===== config.mk =====
export PLATFORM = sky130hd
export DESIGN_NAME = rv32_slice_alu_flat
export DESIGN_NICKNAME = d
export VERILOG_FILES = /design/src/rtl/rv32_slice_alu_if.sv /design/src/rtl/rv32_slice_alu.sv /design/src/flat_wrapper.sv
export SDC_FILE = /design/constraint.sdc
export NUM_CORES = 1
export LEC_CHECK = 0
export BUFFER_PORTS_ARGS = -buffer_cell sky130_fd_sc_hd__buf_2
export CORE_ASPECT_RATIO = 1.25
export CORE_MARGIN = 2
export CORE_UTILIZATION = 57
export CTS_CLUSTER_DIAMETER = 100
export DETAILED_ROUTE_END_ITERATION = 12
export GPL_TIMING_DRIVEN = 0
export PLACE_DENSITY = 0.8
export SLEW_MARGIN = 20
export SYNTH_ARGS = -nofsm -noshare
export SYNTH_HDL_FRONTEND = slang
export SYNTH_SLANG_ARGS = --single-unit

===== constraint.sdc =====
create_clock -name i_clk -period 3.8 [get_ports i_clk]
set_clock_uncertainty 0.1 [all_clocks]
set_input_delay 0.57 -clock i_clk [delete_from_list [all_inputs] [get_ports i_clk]]
set_output_delay 0.57 -clock i_clk [all_outputs]
set_load 0.005 [all_outputs]

===== src/rtl/rv32_slice_alu_if.sv =====
// Request/response bundle between the operand muxes, the slice ALU and writeback.
interface rv32_slice_alu_if #(
    parameter int unsigned XLEN = 32
);
    logic            i_valid;
    logic            o_ready;
    logic [2:0]      i_op;
    logic [XLEN-1:0] i_operand_one;
    logic [XLEN-1:0] i_operand_two;
    logic            i_flush;
    logic            o_valid;
    logic            i_ready;
    logic [XLEN-1:0] o_result;
    logic            o_carry_out;
    logic            o_zero;

    modport master (
        output i_valid, i_op, i_operand_one, i_operand_two, i_flush, i_ready,
        input  o_ready, o_valid, o_result, o_carry_out, o_zero
    );

    modport slave (
        input  i_valid, i_op, i_operand_one, i_operand_two, i_flush, i_ready,
        output o_ready, o_valid, o_result, o_carry_out, o_zero
    );
endinterface


===== src/rtl/rv32_slice_alu.sv =====
// Multicycle RV32 ALU processing SLICE_W bits per cycle with a registered carry chain.
// Supports add/sub, or/and/xor and signed/unsigned set-less-than with valid/ready and flush.
module rv32_slice_alu #(
    parameter int unsigned XLEN    = 32,
    parameter int unsigned SLICE_W = 16
) (
    input logic             i_clk,
    input logic             i_rst_n,
    rv32_slice_alu_if.slave bus
);
    localparam int unsigned NUM_SLICES = XLEN / SLICE_W;
    localparam int unsigned CNT_W      = (NUM_SLICES > 1) ? $clog2(NUM_SLICES) : 1;

    if ((XLEN % SLICE_W) != 0) begin : g_bad_slice
        $error("SLICE_W must divide XLEN");
    end

    localparam logic [2:0] OpOr   = 3'b001;
    localparam logic [2:0] OpAnd  = 3'b010;
    localparam logic [2:0] OpXor  = 3'b011;
    localparam logic [2:0] OpSub  = 3'b100;
    localparam logic [2:0] OpSltu = 3'b101;
    localparam logic [2:0] OpSlt  = 3'b110;

    typedef enum logic [1:0] {StIdle, StBusy, StDone} state_e;

    state_e          state_q;
    logic [CNT_W-1:0] cnt_q;
    logic            carry_q;
    logic [XLEN-1:0] a_q;
    logic [XLEN-1:0] b_q;
    logic            a_msb_q;
    logic            b_msb_q;
    logic [2:0]      op_q;
    logic [XLEN-1:0] diff_q;
    logic [XLEN-1:0] res_q;
    logic            co_q;
    logic            valid_q;

    logic              is_logic;
    logic              is_invert;
    int unsigned       base;
    logic [SLICE_W:0]  sum_c;
    logic [SLICE_W-1:0] slice_res;
    logic [XLEN-1:0]   diff_full;
    logic [XLEN-1:0]   final_res;
    logic              final_co;
    logic              slt_bit;

    assign is_logic  = (op_q == OpOr) || (op_q == OpAnd) || (op_q == OpXor);
    assign is_invert = (bus.i_op == OpSub) || (bus.i_op == OpSltu) || (bus.i_op == OpSlt);

    always_comb begin
        base  = 32'(cnt_q) * SLICE_W;
        sum_c = {1'b0, a_q[base +: SLICE_W]} + {1'b0, b_q[base +: SLICE_W]}
              + (SLICE_W + 1)'(carry_q);
        unique case (op_q)
            OpOr:    slice_res = a_q[base +: SLICE_W] | b_q[base +: SLICE_W];
            OpAnd:   slice_res = a_q[base +: SLICE_W] & b_q[base +: SLICE_W];
            OpXor:   slice_res = a_q[base +: SLICE_W] ^ b_q[base +: SLICE_W];
            default: slice_res = sum_c[SLICE_W-1:0];
        endcase
        diff_full                   = diff_q;
        diff_full[base +: SLICE_W]  = slice_res;
        // Signs differ: A is less exactly when A is negative; otherwise the difference sign decides.
        slt_bit  = (a_msb_q ^ b_msb_q) ? a_msb_q : diff_full[XLEN-1];
        final_co = is_logic ? 1'b0 : sum_c[SLICE_W];
        unique case (op_q)
            OpSltu:  final_res = XLEN'(!sum_c[SLICE_W]);
            OpSlt:   final_res = XLEN'(slt_bit);
            default: final_res = diff_full;
        endcase
    end

    always_ff @(posedge i_clk or negedge i_rst_n) begin
        if (!i_rst_n) begin
            state_q <= StIdle;
            cnt_q   <= '0;
            carry_q <= 1'b0;
            a_q     <= '0;
            b_q     <= '0;
            a_msb_q <= 1'b0;
            b_msb_q <= 1'b0;
            op_q    <= '0;
            diff_q  <= '0;
            res_q   <= '0;
            co_q    <= 1'b0;
            valid_q <= 1'b0;
        end else if (bus.i_flush) begin
            state_q <= StIdle;
            valid_q <= 1'b0;
            cnt_q   <= '0;
            carry_q <= 1'b0;
        end else begin
            unique case (state_q)
                StIdle: begin
                    if (bus.i_valid) begin
                        a_q     <= bus.i_operand_one;
                        b_q     <= is_invert ? ~bus.i_operand_two : bus.i_operand_two;
                        a_msb_q <= bus.i_operand_one[XLEN-1];
                        b_msb_q <= bus.i_operand_two[XLEN-1];
                        op_q    <= bus.i_op;
                        carry_q <= is_invert;
                        cnt_q   <= '0;
                        state_q <= StBusy;
                    end
                end
                StBusy: begin
                    diff_q  <= diff_full;
                    carry_q <= is_logic ? 1'b0 : sum_c[SLICE_W];
                    cnt_q   <= cnt_q + 1'b1;
                    if (cnt_q == CNT_W'(NUM_SLICES - 1)) begin
                        res_q   <= final_res;
                        co_q    <= final_co;
                        valid_q <= 1'b1;
                        state_q <= StDone;
                    end
                end
                StDone: begin
                    if (bus.i_ready) begin
                        valid_q <= 1'b0;
                        state_q <= StIdle;
                    end
                end
                default: state_q <= StIdle;
            endcase
        end
    end

    assign bus.o_ready     = (state_q == StIdle);
    assign bus.o_valid     = valid_q;
    assign bus.o_result    = res_q;
    assign bus.o_carry_out = co_q;
    assign bus.o_zero      = (res_q == '0);
endmodule


===== src/flat_wrapper.sv =====
// flat-port wrapper written by rule: the top's interface ports become plain ports
module rv32_slice_alu_flat 
#(
    parameter int unsigned XLEN    = 32,
    parameter int unsigned SLICE_W = 16
)
  (i_clk, i_rst_n, bus_i_valid, bus_i_op, bus_i_operand_one, bus_i_operand_two, bus_i_flush, bus_i_ready, bus_o_ready, bus_o_valid, bus_o_result, bus_o_carry_out, bus_o_zero);
  rv32_slice_alu_if #(.XLEN(XLEN)) bus_i ();
  input logic i_clk;
  input logic i_rst_n;
  input wire logic [$bits(bus_i.i_valid)-1:0] bus_i_valid;
  input wire logic [$bits(bus_i.i_op)-1:0] bus_i_op;
  input wire logic [$bits(bus_i.i_operand_one)-1:0] bus_i_operand_one;
  input wire logic [$bits(bus_i.i_operand_two)-1:0] bus_i_operand_two;
  input wire logic [$bits(bus_i.i_flush)-1:0] bus_i_flush;
  input wire logic [$bits(bus_i.i_ready)-1:0] bus_i_ready;
  output wire logic [$bits(bus_i.o_ready)-1:0] bus_o_ready;
  output wire logic [$bits(bus_i.o_valid)-1:0] bus_o_valid;
  output wire logic [$bits(bus_i.o_result)-1:0] bus_o_result;
  output wire logic [$bits(bus_i.o_carry_out)-1:0] bus_o_carry_out;
  output wire logic [$bits(bus_i.o_zero)-1:0] bus_o_zero;
  assign bus_i.i_valid = bus_i_valid;
  assign bus_i.i_op = bus_i_op;
  assign bus_i.i_operand_one = bus_i_operand_one;
  assign bus_i.i_operand_two = bus_i_operand_two;
  assign bus_i.i_flush = bus_i_flush;
  assign bus_i.i_ready = bus_i_ready;
  assign bus_o_ready = bus_i.o_ready;
  assign bus_o_valid = bus_i.o_valid;
  assign bus_o_result = bus_i.o_result;
  assign bus_o_carry_out = bus_i.o_carry_out;
  assign bus_o_zero = bus_i.o_zero;
  rv32_slice_alu #(.XLEN(XLEN), .SLICE_W(SLICE_W)) u_core (.i_clk(i_clk), .i_rst_n(i_rst_n), .bus(bus_i));
endmodule

### After elaboration in Yosys (flattened, before gate mapping)

Cells that the tools add are included.

* bitwise gates (word level): 6
* reduce and logical (&&, ||, !) cells: 15
* shift operators: 4
* eq/ne operators: 13
* mux-type cells: 21
* $add $sub $neg: 4

Operators by type and width (number)
* one-hot mux 32 bit (2 select lines): 1
* variable part select 32 x 6 -> 16 bit: 2
* one-hot mux 16 bit (3 select lines): 1
* negator 5 -> 34 bit: 1
* variable shift 16 x 34 -> 32 bit, first input constant: 1
* variable part select 16 x 34 -> 32 bit: 1
* bitwise mux 32 bit: 1
* logical NOT 32 bit: 1
* 2-to-1 mux 32 bit: 1
* NOT 32 bit: 1
* adder 16 x 16 -> 17 bit: 1
* adder 17 x 1 -> 17 bit: 1
* AND 16 bit: 1
* OR 16 bit: 1
* XOR 16 bit: 1
* equality test 3 bit, second input constant: 5
* AND reduction 3 bit: 4
* 2-to-1 mux 1 bit: 9
* 2-to-1 mux 2 bit: 4
* equality test 3 x 2 -> 1 bit, second input constant: 2
* != test 3 bit, second input constant: 2
* one-hot mux 1 bit (2 select lines): 3
* one-hot mux 2 bit (3 select lines): 1
* nonzero test 3 bit: 2
* 11 further kinds: 15

* logic and storage cells: 75
* output and inout port bits: 36
* register bits after elaboration: 139

### Logic depth before layout (Yosys ltp)

Gate-level depths: netlist (run 1).

* depth after elaboration: 8
* depth in mapped cells: 14

### Worst setup path before layout (run 1)

No wires, ideal clock.

* path kind: reg-to-reg
* start point: register u_core.cnt_q
* end point: register u_core.diff_q[14]
* data required time: 3.567 ns
* library setup time: 0.133 ns
* stages on the path, launching flop included: 14
* buffers on the path: 2
* data arrival time: 3.212 ns
* setup slack: 0.355 ns
* period minus slack after synthesis: 3.445 ns
* cell sequence: dfrtp_1 -> buf_4 -> clkbuf_1 -> mux2i_1 -> fa_1 -> fa_1 -> nor2b_1 -> o31ai_1 -> a311o_1 -> a31oi_1 -> a21oi_1 -> xnor2_1 -> o22ai_1 -> o21ai_0

* word-level cells in the longest chain between the ends: 6
* elaborated cells on any way between the ends: 12
* those cells by class: 3 x add/sub; 4 x shift; 2 x mux; 3 x bitwise

RTL lines
* from (decl): line rv32_slice_alu.sv:28 `logic [CNT_W-1:0] cnt_q;`
* from (signal assigned): line rv32_slice_alu.sv:111 `cnt_q <= cnt_q + 1'b1;`
* variable part select 32 x 6 -> 16 bit
* adder 16 x 16 -> 17 bit: line rv32_slice_alu.sv:55 `sum_c = {1'b0, a_q[base +: SLICE_W]} + {1'b0, b_q[base +: SLICE_W]}`
* adder 17 x 1 -> 17 bit: line rv32_slice_alu.sv:56 `+ (SLICE_W + 1)'(carry_q);`
* one-hot mux 16 bit (3 select lines): line rv32_slice_alu.sv:57 `unique case (op_q)`
* variable part select 16 x 34 -> 32 bit: line rv32_slice_alu.sv:64 `diff_full[base +: SLICE_W] = slice_res;`
* bitwise mux 32 bit *: line rv32_slice_alu.sv:64
* to (signal assigned): line rv32_slice_alu.sv:109 `diff_q <= diff_full;`
* to (decl): line rv32_slice_alu.sv:35 `logic [XLEN-1:0] diff_q;`

Every way passes the cells marked *; elsewhere a longest branch is shown, timed or not.
A chain may end at the register's enable or synchronous reset.

### Final worst setup path (run 1)

* start point: register u_core.cnt_q
* end point: register u_core.res_q[30], in the netlist u_core.bus.o_result[30]

* word-level cells in the longest chain between the ends: 7
* elaborated cells on any way between the ends: 14
* those cells by class: 3 x add/sub; 4 x shift; 3 x mux; 3 x bitwise; 1 x reduce/logical

RTL lines
* variable part select 32 x 6 -> 16 bit
* adder 16 x 16 -> 17 bit: line rv32_slice_alu.sv:55
* adder 17 x 1 -> 17 bit: line rv32_slice_alu.sv:56
* one-hot mux 16 bit (3 select lines): line rv32_slice_alu.sv:57
* variable part select 16 x 34 -> 32 bit: line rv32_slice_alu.sv:64
* bitwise mux 32 bit: line rv32_slice_alu.sv:64
* one-hot mux 32 bit (2 select lines): line rv32_slice_alu.sv:68 `unique case (op_q)`
* to (signal assigned): line rv32_slice_alu.sv:113 `res_q <= final_res;`
* to (decl): line rv32_slice_alu.sv:36 `logic [XLEN-1:0] res_q;`

Parallel ways exist; a longest one is shown, timed or not.

==> metrics, run 1 <==
Cell Area, Placed 0.00759 mm2; initial antenna violation count 0; main combinational cell family by area after synthesis compound AO/OA/AOI/OAI gates; worst-path cell chain buf_4 -> clkbuf_4 -> mux2i_2 -> fa_2 -> fa_1 -> nor2b_2 -> o31ai_2 -> a311o_1 -> a31oi_1 -> a21oi_1 -> xnor2_1 -> o22ai_1 -> o21ai_0; layout cells sized above 1 around a quarter; outcome finished, final reports clean; via count 5,649; Longest Clk Path Bufs 2; CP Data Arrival Time ~3.9 ns; Final WS setup 0.142 ns; GR Overflow Total 0; Synth warnings 0; minimum hold slack between 0.02 and 0.025 ns; Final Hold Viols 0; final WL roughly 18,000 um; CP Buf/Inv Count 2; Die W between 100 and 150 um; Syn-to-layout area delta 21.2%; router iterations before antenna repair 5; first-pass GRT wire length 28,300 um; post-synthesis xor/xnor area fraction 5.01%; vias per cell between 5 and 6; CTS root buf clkbuf_16; Buffers on Ports ~110; row count between 40 and 50; syn nets 790; Mapped Cells approximately 680; top post-synthesis cells by count dfrtp_1 (123), nor2_1 (68), a21oi_1 (57), nand2_1 (48), mux2_2 (42); Final TNS setup 0 ns; post-route DRC violation count 0; Mean Syn Cell Area 9.97 um2; HPWL after detailed placement around 13,000 um; Setup Crit Path Kind flip-flop to flip-flop; final instance area 0.00827 mm2; largest net degree at the start of global routing 64; overall routing resource usage about 29%; height of the die 126 um; Post-CTS Setup Bufs 0; ys flop type dfrtp_1; Initial Util 58.5%; maximum clock rate between 200 and 300 MHz; Synth Area in Simple Gates about a tenth; setup violators final 0; Adder-Cell Fraction of Synth Area 6.46%; Hold Crit Class primary input to async pin; Layout fillers roughly 900; CTS sink count roughly 120; PD cells roughly 770 mW/mm2; share of the synthesized area in the top cell type a little under half; Area contributors post-synth dfrtp_1 (45%), mux2_2 (6.9%), mux2i_1 (6.0%); fin util a little over 70%; Post-synth EDFFs 0; delay-heaviest family, CP compound AO/OA/AOI/OAI gates; fin crit share a little over nine tenths; CTS tree yes; top-count cell post-synth dfrtp_1; minimum clock period 3.66 ns; post-DR wirelength/cell between 15 and 20 um; Seq cells post-synth 123; Compound-Gate Fraction of Synth Area between 10% and 20%; Clk Latency, worst-skew pair approximately 0.42 ns; # diodes 0; total chip power ~6.3 mW; Crit path largest cell delay approximately 0.46 ns; CTS H-tree depth 4; Clock Pin Slew Worst Setup and Hold Paths about 0.06 ns; Max VDD drop 0.370 mV; post-route insts no fill 984; vias in the first global route roughly 5,700; post-route ant nets 0; die area about 0.013 mm2; Synth area leader dfrtp_1; Core Area around 0.012 mm2; Slowest-stage cell, CP fa_2; mux cell area share after synthesis around 13%; Data required, critical path between 3 and 4 ns; Max Cap Viol 0; crit-path max FO 10; critical path startpoint category flip-flop; asr flop ratio synth 100%; nets@finish roughly 920; DR iter-0 viols 318; Top Ports ~110; Slew Viols, Final 0; pre-CTS WS -0.440 ns; Num CTS Buffers 17; unrepaired setup endpoints after global routing false; Slew HR a little under half; post-synth cell types 50; placed insts between 900 and 1,000; CP endpoint kind flip-flop; Syn Std Cell Area between 0.006 and 0.007 mm2; leakage power about 3.8 nW; GPL Wtd Cong 0.897; worst-margin pin slew ~0.8 ns; post-synthesis sequential area ratio 45.1%
-- per-layer routing --
| layer | wire length, um | up-vias | track usage (%) |
|---|---|---|---|
| li1 | - | 2637 | - |
| met1 | 7000 | 2735 | 35.2 |
| met2 | 8980 | 234 | 48.4 |
| met3 | 899 | 43 | 4.24 |
| met4 | 645 | 0 | 14.5 |
| met5 | 0 | - | 0 |
-- state kept, by name, summed over array words and instances, names as in the netlist --
name and count:
u_core.b_msb_q 1, u_core.op_q 3, u_core.diff_q 17, u_core.bus.o_valid 1, u_core.state_q 2, u_core.cnt_q 1
u_core.carry_q 1, u_core.bus.o_result 32, u_core.a_q 31, u_core.a_msb_q 1, u_core.b_q 32, u_core.bus.o_carry_out 1
-- final cells by class --
class                           count  area (um2)  share of cell area [%]
Multi-Input combinational cell    483        3500                    42.3
Timing Repair Buffer              107         564                    6.82
Buffer                             44         188                    2.27
Sequential cell                   123        3080                    37.2
Clock inverter                     14         173                    2.09
Inverter                           34         128                    1.54
Clock buffer                       18         439                    5.31
Tap cell                          161         201                    2.44
-- cells by family after synthesis --
kind of cell             Yosys count
multiplexers                      83
XOR/XNOR                          39
adder cells (fa/ha/maj)           34
flip-flops                       123
AO/OA/AOI/OAI                    170
buffers and inverters             78
AND/OR/NAND/NOR                  157
-- power by group --
| group | leakage (nW) | internal [mW] | switching (mW) | total, mW |
|---|---|---|---|---|
| Clock | 0.296 | 1.05 | 0.605 | 1.65 |
| Sequential | 1.48 | 1.74 | 0.310 | 2.05 |
| Combinational | 2.06 | 1.15 | 1.49 | 2.64 |
| Total | 3.83 | 3.94 | 2.40 | 6.34 |
-- timing repair --
action                                  in CTS  in global routing
resized for setup                            5                 11
pin swaps                                    0                  0
hold buffers                                 0                  0
endpoints found under the setup margin      14                 14
endpoints found under the hold margin        0                  0
-- path summary, 6_finish.rpt --
check / from / to / slack (ns) / cells past startpoint
max: u_core.cnt_q / u_core.bus.o_result[30] / 0.14 / 13
min: i_rst_n / u_core.state_q[1] / 0.02 / 1
max reg2reg: u_core.cnt_q / u_core.bus.o_result[30] / 0.14 / 13
min reg2reg: u_core.diff_q[9] / u_core.diff_q[9] / 0.39 / 2
max in group asynchronous: i_rst_n / u_core.a_q[20] / 2.88 / 2
min in group i_clk: bus_i_operand_one[6] / u_core.a_q[6] / 0.28 / 2
-- worst reg2reg max path: cells and delay by family, from the launching register on --
kind	cells	cell delay, ns
flip-flops	1	0.35
adder cells (fa/ha/maj)	2	0.93
AO/OA/AOI/OAI	6	1.17
buffers and inverters	2	0.40
multiplexers	1	0.24
XOR/XNOR	1	0.13
AND/OR/NAND/NOR	1	0.20
-- cell usage in the layout, fill, tap and decap left out, types with 3 or more instances in the layout --
master	n
clkinv_2	3
nand2_1	48
nand2b_1	5
nor3_1	4
clkbuf_1	26
xnor2_1	38
clkbuf_16	17
a211oi_1	4
nor2b_1	4
buf_2	107
ha_1	32
o22ai_1	6
a21o_1	8
inv_1	34
mux2_2	42
nor2_1	68
or2_2	3
bufinv_16	3
mux2i_1	37
nand3_1	7
nor4_1	9
dfrtp_1	123
o21ai_0	38
clkinv_4	6
o21a_1	4
o31ai_1	3
a22oi_1	10
a21oi_1	57
a31oi_1	3
buf_1	11
a22o_1	16
Power figures use the tool's default switching activity.
==> run 2, diff against run 1 <==
- ABC_AREA: unset -> 1
==> run 2 against run 1 <==
  * Flip-flop and latch count is the same
  * Largest power group unchanged
  * Power shrank 2.9%
  * Clock-buffer cell count grew 3
  * Combinational power is 7% lower
  * Maximum frequency increased by 2.2%
  * Clock power about the same
  * Critical path type unchanged
  * Via count grew 7.7%
==> metrics, run 2 <==
outcome finished, final reports clean; Post-synth EDFFs 0 (unchanged); HPWL after detailed placement 13,300 um (+3.0%); Reg-to-Reg Start u_core.cnt_q; Core Area 0.0120 mm2 (+3.2%); CP Data Arrival Time 3.84 ns (about the same); worst-margin pin slew 0.634 ns (-0.153 ns); final WL 18,100 um (+3.2%); post-route ant nets 0 (unchanged); first-pass GRT wire length 28,800 um (+2.1%); Most Crowded Layer GR met2; Area contributors post-synth dfrtp_1 (44%), nand2_1 (8.8%), ha_1 (5.7%); crit-path max FO 18 (+8); Final TNS setup 0 ns (unchanged); Clock Pin Slew Worst Setup and Hold Paths 0.06 ns (about the same); GR Overflow Total 0 (unchanged); Die W 103 um (+1.2%); router iterations before antenna repair 5 (unchanged); GPL Wtd Cong 0.908 (+1.2%); unrepaired setup endpoints after global routing true; CTS root buf clkbuf_16; most common cell after layout, fill and taps aside nand2_1; minimum clock period 3.58 ns (-0.0784 ns); Clk Latency, worst-skew pair 0.42 ns (about the same); vias in the first global route 5,988 (+4.3%); Synth warnings 0 (unchanged); Syn Std Cell Area 0.00700 mm2 (+2.6%); top post-synthesis cells by count nand2_1 (165), dfrtp_1 (123), inv_1 (82), o21ai_0 (78), xor2_1 (36); Num CTS Buffers 17 (unchanged); Final Hold Viols 0 (unchanged); leakage power 4.25 nW (+11%); Longest Clk Path Bufs 2 (unchanged); # diodes 0 (unchanged); post-route DRC violation count 0 (unchanged); fin crit share 94.2% (-2.1 points); met3 GRT Util 3.98% (-0.26 points); CTS H-tree depth 4 (unchanged); setup violators final 0 (unchanged); largest net degree at the start of global routing 65 (+1.6%); CTS sink count 123 (unchanged); vias per cell 5.49 (-4.4%); initial antenna violation count 0 (unchanged); post-synth cell types 51 (+2.0%); DR iter-0 viols 389 (+22%); top-count cell post-synth nand2_1; Max Cap Viol 0 (unchanged); via count 6,083 (+7.7%); Mapped Cells 805 (+18%); GRT met1 Usage 33.8% (-1.4 points); maximum clock rate 279 MHz (+2.2%); Slew Viols, Final 0 (unchanged); syn nets 911 (+15%); critical path startpoint category flip-flop; Setup Crit Path Kind flip-flop to flip-flop; Hold Crit Class primary input to async pin; row count 45 (+2.3%); Syn-to-layout area delta 19.8%; M2 GR Usage 50.6% (+2.2 points); overall routing resource usage 28.7% (+0.12 points); asr flop ratio synth 100% (unchanged); height of the die 128 um (+1.3%); Buffers on Ports 107 (+0.94%); PD cells 734 mW/mm2 (-4.3%); Mean Syn Cell Area 8.70 um2 (-13%); total chip power 6.16 mW (-2.9%); die area 0.0132 mm2 (+2.5%); layout cells sized above 1 26.7% (+1.8 points); ys flop type dfrtp_1; Seq cells post-synth 123 (unchanged); CP endpoint kind flip-flop; Slew HR 57.3% (+9.8 points); commonest non-fill, non-tap cells in the layout nand2_1 (165), dfrtp_1 (123), buf_2 (120); Worst Setup SP u_core.cnt_q; post-synthesis sequential area ratio 44.0% (-1.1 points); Post-CTS Setup Bufs 0 (unchanged); Synth area leader dfrtp_1; CTS tree yes; Top Ports 108 (unchanged); post-DR wirelength/cell 16.3 um (-8.4%); share of the synthesized area in the top cell type 44.0% (-1.1 points); nets@finish 1,037 (+13%); hold buffer count at CTS 0 (unchanged); Initial Util 58.1% (-0.36 points); Data required, critical path 4.06 ns (+0.07 ns); Max VDD drop 0.438 mV (+18%)
==> run 2: changes by cell type after synthesis, moves of 35 or more <==
cell | before | now
inv_1 | 34 | 82
mux2i_1 | 41 | 0
nand2_1 | 48 | 165
nor2_1 | 68 | 24
o21ai_0 | 38 | 78
xnor2_1 | 38 | 1
xor2_1 | 1 | 36
==> run 2: what timing repair did <==
| action | CTS | global route |
|---|---|---|
| setup endpoints to repair | 3 | 8 |
| pin swaps | 0 | 0 |
| resized for setup | 0 | 4 |
| hold endpoints to repair | 0 | 0 |
==> run 2: logic make-up (layout without fill, tap and decap cells) <==
logic type                 after synthesis  in the layout  share of synthesized area, %
DFF                                    123            123                          44.0
buffers and inverters                  129            268                          7.27
muxes                                   31             31                          4.99
xor gates and xnor gates                37             37                          4.63
adders and majority gates               34             34                          6.29
and+or+nand+nor                        275            275                          17.8
AOI/OAI and AO/OA                      176            176                          15.1
==> run 2: routing by layer <==
| layer | vias up | part of all wire, % |
|---|---|---|
| li1 | 2904 | - |
| met1 | 2944 | 41 |
| met2 | 197 | 52 |
| met5 | - | 0 |
| met4 | 0 | 2.9 |
| met3 | 38 | 4.2 |
==> run 2: area by class of cell <==
class / count / area (um2)
clock inverters: 11 / 143
flip-flops and latches: 123 / 3080
well taps: 164 / 205
plain buffers: 36 / 163
multi-input cells: 553 / 3410
fillers: 1003 / 3660
repair buffers: 108 / 569
clock buffers: 21 / 470
inverters: 92 / 345
==> run 2: where the power goes <==
part	switching [mW]	internal [mW]
clock	0.593	1.08
combinational	1.47	0.976
sequential	0.286	1.75
==> run 2: worst paths after layout <==
kind                       slack (ns)  cells past startpoint                 to
max                              0.22                     17  u_core.diff_q[14]
min                              0.02                      1   u_core.diff_q[3]
max reg2reg                      0.22                     17  u_core.diff_q[14]
min reg2reg                      0.38                      2     u_core.b_q[16]
max in group asynchronous        2.89                      2     u_core.b_q[14]
min in group i_clk               0.28                      2     u_core.a_q[10]
==> run 2: worst max-delay path, stage by stage (launching register included) <==
cell     delay [ns]
dfrtp_1        0.36
buf_2          0.21
inv_2          0.30
or2_2          0.17
o21ai_0        0.23
fa_1           0.51
fa_1           0.40
inv_1          0.09
nand3_1        0.06
nand2_1        0.15
nand2_1        0.10
a21oi_2        0.19
nand4_1        0.16
nand3_1        0.10
nand2_1        0.06
o21ai_2        0.17
nand2_1        0.07
nand2_1        0.07
==> run 2: through the flow <==
step	std cells	hold WS, ns	util, %	setup WS, ns	cell area [um2]
floorplan	805	0.174	-	0.756	7000
global placement	1076	0.359	64.2	0.00853	7740
detailed placement	1077	0.368	64.5	-0.0158	7770
CTS	1108	0.0433	69.6	0.108	8380
global route	1108	0.0634	69.6	-0.00440	8390
finish	1108	0.0178	69.6	0.221	8390
